[config.mk]
export PLATFORM = sky130hd
export DESIGN_NAME = multicycle_adder_ctrl_flat
export DESIGN_NICKNAME = d
export VERILOG_FILES = /design/src/rtl/multicycle_adder_ctrl_if.sv /design/src/rtl/multicycle_adder_ctrl.sv /design/src/flat_wrapper.sv
export SDC_FILE = /design/constraint.sdc
export NUM_CORES = 1
export LEC_CHECK = 0
export CORE_UTILIZATION = 52
export CTS_BUF_LIST = sky130_fd_sc_hd__clkbuf_8 sky130_fd_sc_hd__clkbuf_16
export DETAILED_ROUTE_END_ITERATION = 10
export MAX_ROUTING_LAYER = met4
export PLACE_DENSITY = 0.79
export SYNTH_ARGS = -nofsm -noshare
export SYNTH_HDL_FRONTEND = slang
export SYNTH_SLANG_ARGS = --single-unit
[constraint.sdc]
create_clock -name clock -period 4.03 [get_ports clock]
set_input_delay 1.209 -clock clock [delete_from_list [all_inputs] [get_ports clock]]
set_output_delay 1.209 -clock clock [all_outputs]
set_load 0.1 [all_outputs]
[src/rtl/multicycle_adder_ctrl_if.sv]
// Request/result bundle for the multicycle byte-serial adder.
//
// Handshake: a request is taken on a rising clock edge where start=1 and the
// sequencer is not busy (busy=0). ctrl_sub and both operands are sampled on
// that edge only. A request raised while busy=1 is dropped, not queued.
// data_resultRDY is a one-cycle pulse. It marks the edge on which
// data_result/carry_out/overflow take their new values, and these hold until
// the next completion. There is no back-pressure on the result side.
interface multicycle_adder_ctrl_if;
    logic        start;
    logic        ctrl_sub;
    logic [31:0] data_operandA;
    logic [31:0] data_operandB;
    logic [31:0] data_result;
    logic        carry_out;
    logic        overflow;
    logic        data_resultRDY;
    logic        busy;

    // Requester side: drives the operation, observes the result.
    modport master (
        output start, ctrl_sub, data_operandA, data_operandB,
        input  data_result, carry_out, overflow, data_resultRDY, busy
    );

    // Sequencer side.
    modport slave (
        input  start, ctrl_sub, data_operandA, data_operandB,
        output data_result, carry_out, overflow, data_resultRDY, busy
    );
endinterface

[src/rtl/multicycle_adder_ctrl.sv]
// 32-bit add/subtract built from one 8-bit carry-lookahead slice stepped over
// four byte beats. The carry is registered between beats. Subtraction is done
// as A + ~B + 1, with the +1 entering as the initial carry.
module multicycle_adder_ctrl (
    input  logic                          clock,
    input  logic                          reset,
    multicycle_adder_ctrl_if.slave        bus,
    output logic [1:0]                    dbg_state_o
);

    typedef enum logic [1:0] {
        IDLE = 2'd0,
        RUN  = 2'd1,
        DONE = 2'd2
    } state_t;

    state_t      state_q, state_d;
    logic [1:0]  beat_q, beat_d;
    logic        c_q, c_d;
    logic [31:0] opa_q, opa_d;
    logic [31:0] opb_q, opb_d;
    logic [31:0] acc_q, acc_d;
    logic [31:0] result_q, result_d;
    logic        cout_q, cout_d;
    logic        ovf_q, ovf_d;
    logic        rdy_q, rdy_d;

    // Slice datapath signals
    logic [7:0]  sl_a, sl_b, sl_g, sl_p, sl_sum;
    logic [8:0]  sl_c;
    logic        la_term;
    logic        la_carry;

    // 8-bit carry-lookahead slice on the byte selected by the beat counter.
    // Each carry is written out as a sum of generate/propagate products taken
    // from the slice carry-in, not chained from the carry below it.
    always_comb begin
        sl_a     = opa_q[{beat_q, 3'b000} +: 8];
        sl_b     = opb_q[{beat_q, 3'b000} +: 8];
        sl_g     = sl_a & sl_b;
        sl_p     = sl_a | sl_b;
        sl_c     = '0;
        la_term  = 1'b0;
        la_carry = 1'b0;
        sl_c[0]  = c_q;
        for (int i = 0; i < 8; i++) begin
            // Carry-in propagated through all of bits 0..i
            la_carry = c_q;
            for (int k = 0; k <= i; k++) begin
                la_carry = la_carry & sl_p[k];
            end
            // Generate at bit j, propagated through bits j+1..i
            for (int j = 0; j <= i; j++) begin
                la_term = sl_g[j];
                for (int k = j + 1; k <= i; k++) begin
                    la_term = la_term & sl_p[k];
                end
                la_carry = la_carry | la_term;
            end
            sl_c[i+1] = la_carry;
        end
        sl_sum = sl_a ^ sl_b ^ sl_c[7:0];
    end

    // Next-state and datapath updates for the IDLE/RUN/DONE sequencer.
    always_comb begin
        state_d  = state_q;
        beat_d   = beat_q;
        c_d      = c_q;
        opa_d    = opa_q;
        opb_d    = opb_q;
        acc_d    = acc_q;
        result_d = result_q;
        cout_d   = cout_q;
        ovf_d    = ovf_q;
        rdy_d    = 1'b0;

        unique case (state_q)
            IDLE, DONE: begin
                if (bus.start) begin
                    opa_d   = bus.data_operandA;
                    opb_d   = bus.ctrl_sub ? ~bus.data_operandB : bus.data_operandB;
                    c_d     = bus.ctrl_sub;
                    acc_d   = '0;
                    beat_d  = 2'd0;
                    state_d = RUN;
                end else begin
                    state_d = IDLE;
                end
            end
            RUN: begin
                acc_d[{beat_q, 3'b000} +: 8] = sl_sum;
                c_d    = sl_c[8];
                beat_d = beat_q + 2'd1;
                if (beat_q == 2'd3) begin
                    // The top byte comes straight from the slice, so the
                    // visible result is never a partly filled accumulator.
                    result_d = {sl_sum, acc_q[23:0]};
                    cout_d   = sl_c[8];
                    ovf_d    = sl_c[7] ^ sl_c[8];
                    rdy_d    = 1'b1;
                    state_d  = DONE;
                end
            end
            default: begin
                state_d = IDLE;
            end
        endcase
    end

    // State and datapath registers; reset also cancels any operation in flight.
    always_ff @(posedge clock) begin
        if (reset) begin
            state_q  <= IDLE;
            beat_q   <= 2'd0;
            c_q      <= 1'b0;
            opa_q    <= '0;
            opb_q    <= '0;
            acc_q    <= '0;
            result_q <= '0;
            cout_q   <= 1'b0;
            ovf_q    <= 1'b0;
            rdy_q    <= 1'b0;
        end else begin
            state_q  <= state_d;
            beat_q   <= beat_d;
            c_q      <= c_d;
            opa_q    <= opa_d;
            opb_q    <= opb_d;
            acc_q    <= acc_d;
            result_q <= result_d;
            cout_q   <= cout_d;
            ovf_q    <= ovf_d;
            rdy_q    <= rdy_d;
        end
    end

    assign bus.data_result    = result_q;
    assign bus.carry_out      = cout_q;
    assign bus.overflow       = ovf_q;
    assign bus.data_resultRDY = rdy_q;
    assign bus.busy           = (state_q == RUN);
    assign dbg_state_o        = state_q;

endmodule

[src/flat_wrapper.sv]
// flat-port wrapper written by rule: the top's interface ports become plain ports
module multicycle_adder_ctrl_flat 
  (clock, reset, dbg_state_o, bus_start, bus_ctrl_sub, bus_data_operandA, bus_data_operandB, bus_data_result, bus_carry_out, bus_overflow, bus_data_resultRDY, bus_busy);
  multicycle_adder_ctrl_if bus_i ();
  input  logic clock;
  input  logic reset;
  output logic [1:0] dbg_state_o;
  input wire logic [$bits(bus_i.start)-1:0] bus_start;
  input wire logic [$bits(bus_i.ctrl_sub)-1:0] bus_ctrl_sub;
  input wire logic [$bits(bus_i.data_operandA)-1:0] bus_data_operandA;
  input wire logic [$bits(bus_i.data_operandB)-1:0] bus_data_operandB;
  output wire logic [$bits(bus_i.data_result)-1:0] bus_data_result;
  output wire logic [$bits(bus_i.carry_out)-1:0] bus_carry_out;
  output wire logic [$bits(bus_i.overflow)-1:0] bus_overflow;
  output wire logic [$bits(bus_i.data_resultRDY)-1:0] bus_data_resultRDY;
  output wire logic [$bits(bus_i.busy)-1:0] bus_busy;
  assign bus_i.start = bus_start;
  assign bus_i.ctrl_sub = bus_ctrl_sub;
  assign bus_i.data_operandA = bus_data_operandA;
  assign bus_i.data_operandB = bus_data_operandB;
  assign bus_data_result = bus_i.data_result;
  assign bus_carry_out = bus_i.carry_out;
  assign bus_overflow = bus_i.overflow;
  assign bus_data_resultRDY = bus_i.data_resultRDY;
  assign bus_busy = bus_i.busy;
  multicycle_adder_ctrl u_core (.clock(clock), .reset(reset), .bus(bus_i), .dbg_state_o(dbg_state_o));
endmodule
After elaboration in Yosys (flattened, before gate mapping) --
Cells that the tools add are included.
Word-level totals: flip-flop bits (word level) 136, bits in latches 0, RAM bits 0, ROM bits 0, input bits 68, logic and storage cells 119, memories kept 0
Operators by class: add/subtract/negate cells 2, multipliers 0, div/mod/pow operators 0, $lt $le $gt $ge 0, equality and inequality tests 5, shifts and indexed selects 4, multiplexer cells 12, bitwise operators 79, reduce and logical (&&, ||, !) cells 7
Operators by type and width (number):
- $mux 32 | 2
- $pmux 32 s2 | 1
- $shiftx 32x6->8 | 2
- $and 1x1->1 | 36
- $or 1x1->1 | 36
- $bwmux 32 | 1
- $not 32->32 | 1
- $shift 8x7->32 const A | 1
- $shiftx 8x7->32 | 1
- $xor 8x8->8 | 2
- $and 8x8->8 | 1
- $or 8x8->8 | 1
- $pmux 2 s2 | 2
- $neg 5->7 | 1
- $reduce_and 2->1 | 3
- $eq 2x2->1 const B | 2
- $mux 2 | 2
- $reduce_or 2->1 | 2
- $mux 1 | 3
- $add 2x1->2 const B | 1
- $eq 2x1->1 const B | 1
- $logic_not 2->1 | 1
- $ne 2x1->1 const B | 1
- $ne 2x2->1 const B | 1
- other kinds (4) | 4

Depth between registers and ports, before layout --
depth in word-level cells 20, depth in mapped cells 10, mapped depth without buffers 8

Least setup slack after synthesis --
Ideal clock, no wire load.
path kind register -> output, start register u_core.state_q[0], in the netlist u_core.dbg_state_o[0], end output port bus_busy, data arrival time 1.811 ns, path slack 1.010 ns, cell stages (with the launch flop) 4, buffers on the path 2, path through dfxtp_1 > nor2b_1 > buf_2 > buf_2
On the way: longest elaborated chain between the ends 1
RTL lines:
- start: declaration | line multicycle_adder_ctrl.sv:17 | state_t state_q, state_d;
- start signal: assignment | line multicycle_adder_ctrl.sv:125 | state_q <= state_d;
- $eq 2x1->1 | line multicycle_adder_ctrl.sv:142 | assign bus.busy = (state_q == RUN);
- end: declaration | line flat_wrapper.sv:16 | output wire logic [$bits(bus_i.busy)-1:0] bus_busy;
Every way passes these cells.

Worst setup path in the final report --
start register u_core.state_q[0], in the netlist u_core.dbg_state_o[0], end output port dbg_state_o[0]
RTL lines:
- end: declaration | line flat_wrapper.sv:7 | output logic [1:0] dbg_state_o;
No word-level cell between the ends.

==> summary.md <==
| Metric | Value |
|---|---|
| WS Path Type | reg -> out |
| Data required time of the worst path | 2.82 ns |
| Num ports | 106 |
| Critical Path AT | 2.11 ns |
| # hold bufs at CTS | 0 |
| Htree depth | 4 |
| Cells after DPL | 853 |
| PwrDens | 454 nW/um^2 |
| Register area share after synthesis | 44.3% |
| Total CTS buffers | 17 |
| Min Hold Slack | 0.452 ns |
| Worst slew margin | 21.5% |
| Worst Path Max Fanout | 4 |
| # port buffers | 105 |
| Setup TNS | 0 ns |
| Fill cell count | 838 |
| Max_cap viols | 0 |
| Combinational fraction of design power | 13.8% |
| Synth area leaders | dfxtp_1, nand2_1, mux4_2, a21oi_1, xnor2_1 |
| Number of setup violations in the final report | 0 |
| P_int | 2.53 mW |
| Syn-to-layout area delta | 29.1% |
| Global-route wire length before repair | 22.4 mm |
| Fmax | 0.301 GHz |
| CTS clk-pin slew, worst paths | 0.06 ns |
| Sequential power share | 40.0% |
| Worst vdd ir | 0.000263 V |
| Status | finished, final reports clean |
| Remaining global-route overflow | 0 |
| Gr usage total | 25.7% |
| Gpl congestion | 0.855 |
| Synth async-reset ratio | 0% |
| Mapped Area | 5790 sq um |
| Lkg Pwr | 2.68 nW |
| CP startpoint kind | flop |
| Unrepaired setup endpoints after global routing | false |
| Pin count of the biggest net entering global routing | 94 |
| Ys flop type | dfxtp_1 |
| Row count | 38 |
| Final Net Count | 821 |
| Skew-Pair Late Insertion Delay | 0.53 ns |
| Crit path buf inv count | 1 |
| Crit share post-route | 82.4% |
| Die Wd | 108 um |
| CORE AREA | 10800 sq um |
| Vias in the first global route | 4741 |
| Yosys synthesis warning count | 0 |
| Finished Layout Cells | 884 |
| CP endpoint kind | output port |
| HP Class | reg -> reg |
| Sw Ratio | 25.3% |
| First DRT Iteration DRCs | 256 |
| Mean Syn Cell Area | 8.91 sq um |
| DP Wirelength | 9.55 mm |
| N_diodes | 0 |
| Max Root-Sink Buffers | 2 |
| Clock network fraction of total power | 46.2% |
| Sw power | 859 uW |
| Routed Antenna Nets | 0 |
| Share of cells above drive strength 1 | 9.01% |
| Root Driver | clkbuf_8 |
| Final slew viol count | 0 |
| Number of synthesized flops with an enable pin | 0 |
| Yosys top cell area share | 44.3% |
| Crit path max-delay family | buffers and inverters |
| Die Span Y | 108 um |
| Post-CTS Resized | 0 |
| Setup Buffers After CTS | 0 |
| Unique masters post-synth | 45 |
| Slowest stage cell, crit path | clkdlybuf4s50_1 |
| DRC Markers | 0 |
| Area leader, netlist | dfxtp_1 |
| Final Hold Fails | 0 |
| Initial antenna violation count | 0 |
| CTS tree | built |
| Clock Skews | 0.0108 ns |
| Routed via count | 4901 |
| Post-synthesis cell count | 650 |
| Area of the die | 11600 sq um |
| Vias per inst | 5.54 |
| Mapped Nets | 739 |
| Worst-Margin Slew | 1.18 ns |
| CTS Sinks | 128 |
| Seq cells post-synth | 128 |
| Starting Density | 53.4% |
| Drt wl/cell | 15.3 um |
| Final min period | 3.32 ns |
| Final WL | 13.6 mm |
| CP cell instances | clkdlybuf4s50_1 |
| Drt pass-1 iters | 5 |
| Crit path largest cell delay | 1.17 ns |
final timing paths:
kind	start	to	cells after the start	slack [ns]
worst max-delay path	u_core.dbg_state_o[0]	dbg_state_o[0]	1	0.71
worst min-delay path	u_core.acc_q[21]	u_core.bus.data_result[21]	2	0.45
worst max register to register	u_core.beat_q[1]	u_core.acc_q[12]	8	0.93
worst min register to register	u_core.acc_q[21]	u_core.bus.data_result[21]	2	0.45
power groups by stage:
| stage | registers, mW | clock network (mW) | logic (mW) |
|---|---|---|---|
| after floorplan | 1.38 | 0 | 0.313 |
| after global placement | 1.38 | 0 | 0.443 |
| after detailed placement | 1.38 | 0 | 0.461 |
| after CTS | 1.36 | 1.58 | 0.468 |
| after global routing | 1.36 | 1.64 | 0.513 |
| final | 1.36 | 1.57 | 0.468 |
final cells by class:
class,count,area [sq um],area share [%]
well taps,140,175,2.34
clock inverters,14,190,2.54
clock buffers,17,414,5.54
multi-input cells,454,2970,39.7
flip-flops and latches,128,2560,34.3
inverters,21,78.8,1.05
repair buffers,110,1090,14.6
synth_stat cells, types with 3 or more instances:
| library cell | instances |
|---|---|
| nand2b_1 | 7 |
| mux4_2 | 16 |
| a22oi_1 | 11 |
| dfxtp_1 | 128 |
| buf_2 | 9 |
| nor2_1 | 62 |
| a211oi_1 | 33 |
| nand3b_1 | 13 |
| xnor2_1 | 32 |
| clkbuf_1 | 23 |
| nand2_1 | 126 |
| ha_1 | 20 |
| inv_1 | 21 |
| o21ai_0 | 9 |
| nor2b_1 | 7 |
| buf_1 | 14 |
| or3_1 | 3 |
| a32oi_1 | 6 |
| o31ai_1 | 5 |
| nor3_1 | 4 |
| a21oi_1 | 70 |
through the flow:
step / instance area (sq um) / worst slack (ns) / total power, mW / util (%)
after floorplan: 5790 / 1.01 / 1.69 / -
after global placement: 6870 / 1.21 / 1.83 / 63.4
after detailed placement: 6870 / 1.05 / 1.84 / 63.4
after CTS: 7480 / 0.698 / 3.40 / 69.0
after global routing: 7480 / 0.666 / 3.51 / 69.0
final: 7480 / 0.709 / 3.39 / 69.0
registers in the layout (all words and copies together), names as in the netlist:
register	flops
u_core.acc_q	24
u_core.beat_q	2
u_core.bus.carry_out	1
u_core.bus.data_result	32
u_core.bus.data_resultRDY	1
u_core.bus.overflow	1
u_core.c_q	1
u_core.dbg_state_o	2
u_core.opa_q	32
u_core.opb_q	32
cells in the final DEF, fill, tap and decap left out, types with 2 or more instances in the layout:
cell type and count:
mux4_2 16, o31ai_1 5, a211oi_1 33, nand3b_1 13, xor2_1 2, ha_1 20
nand3_1 2, nor2b_1 6, nand2_1 126, nor3b_1 2, clkinv_2 3, o211ai_1 2
o21ai_0 9, mux2i_1 2, clkdlybuf4s50_1 102, o31a_1 2, nand2b_1 7, nor4b_2 2
inv_1 22, inv_6 2, a22oi_1 11, a32oi_1 6, nor2_1 62, clkinv_4 3
buf_4 6, dfxtp_1 128, bufinv_16 4, a21oi_1 70, or3_1 3, xnor2_1 32
clkbuf_16 16, nor3_1 4
metal layers:
layer / wire, um / vias up / track usage [%]
met5: 0 / - / -
met4: 424 / 0 / 11.8
met3: 696 / 38 / 5.69
met2: 6940 / 151 / 43.1
met1: 5500 / 2307 / 29.1
li1: - / 2405 / -
logic make-up after synthesis:
kind of cell	count (synthesis)	synth area share, %
buffers and inverters	68	4.67
and+or+nand+nor	234	17.9
xor gates and xnor gates	34	5.14
muxes	19	6.83
adders and majority gates	21	4.67
AOI/OAI and AO/OA	146	16.5
DFF	128	44.3
Power figures use the tool's default switching activity.
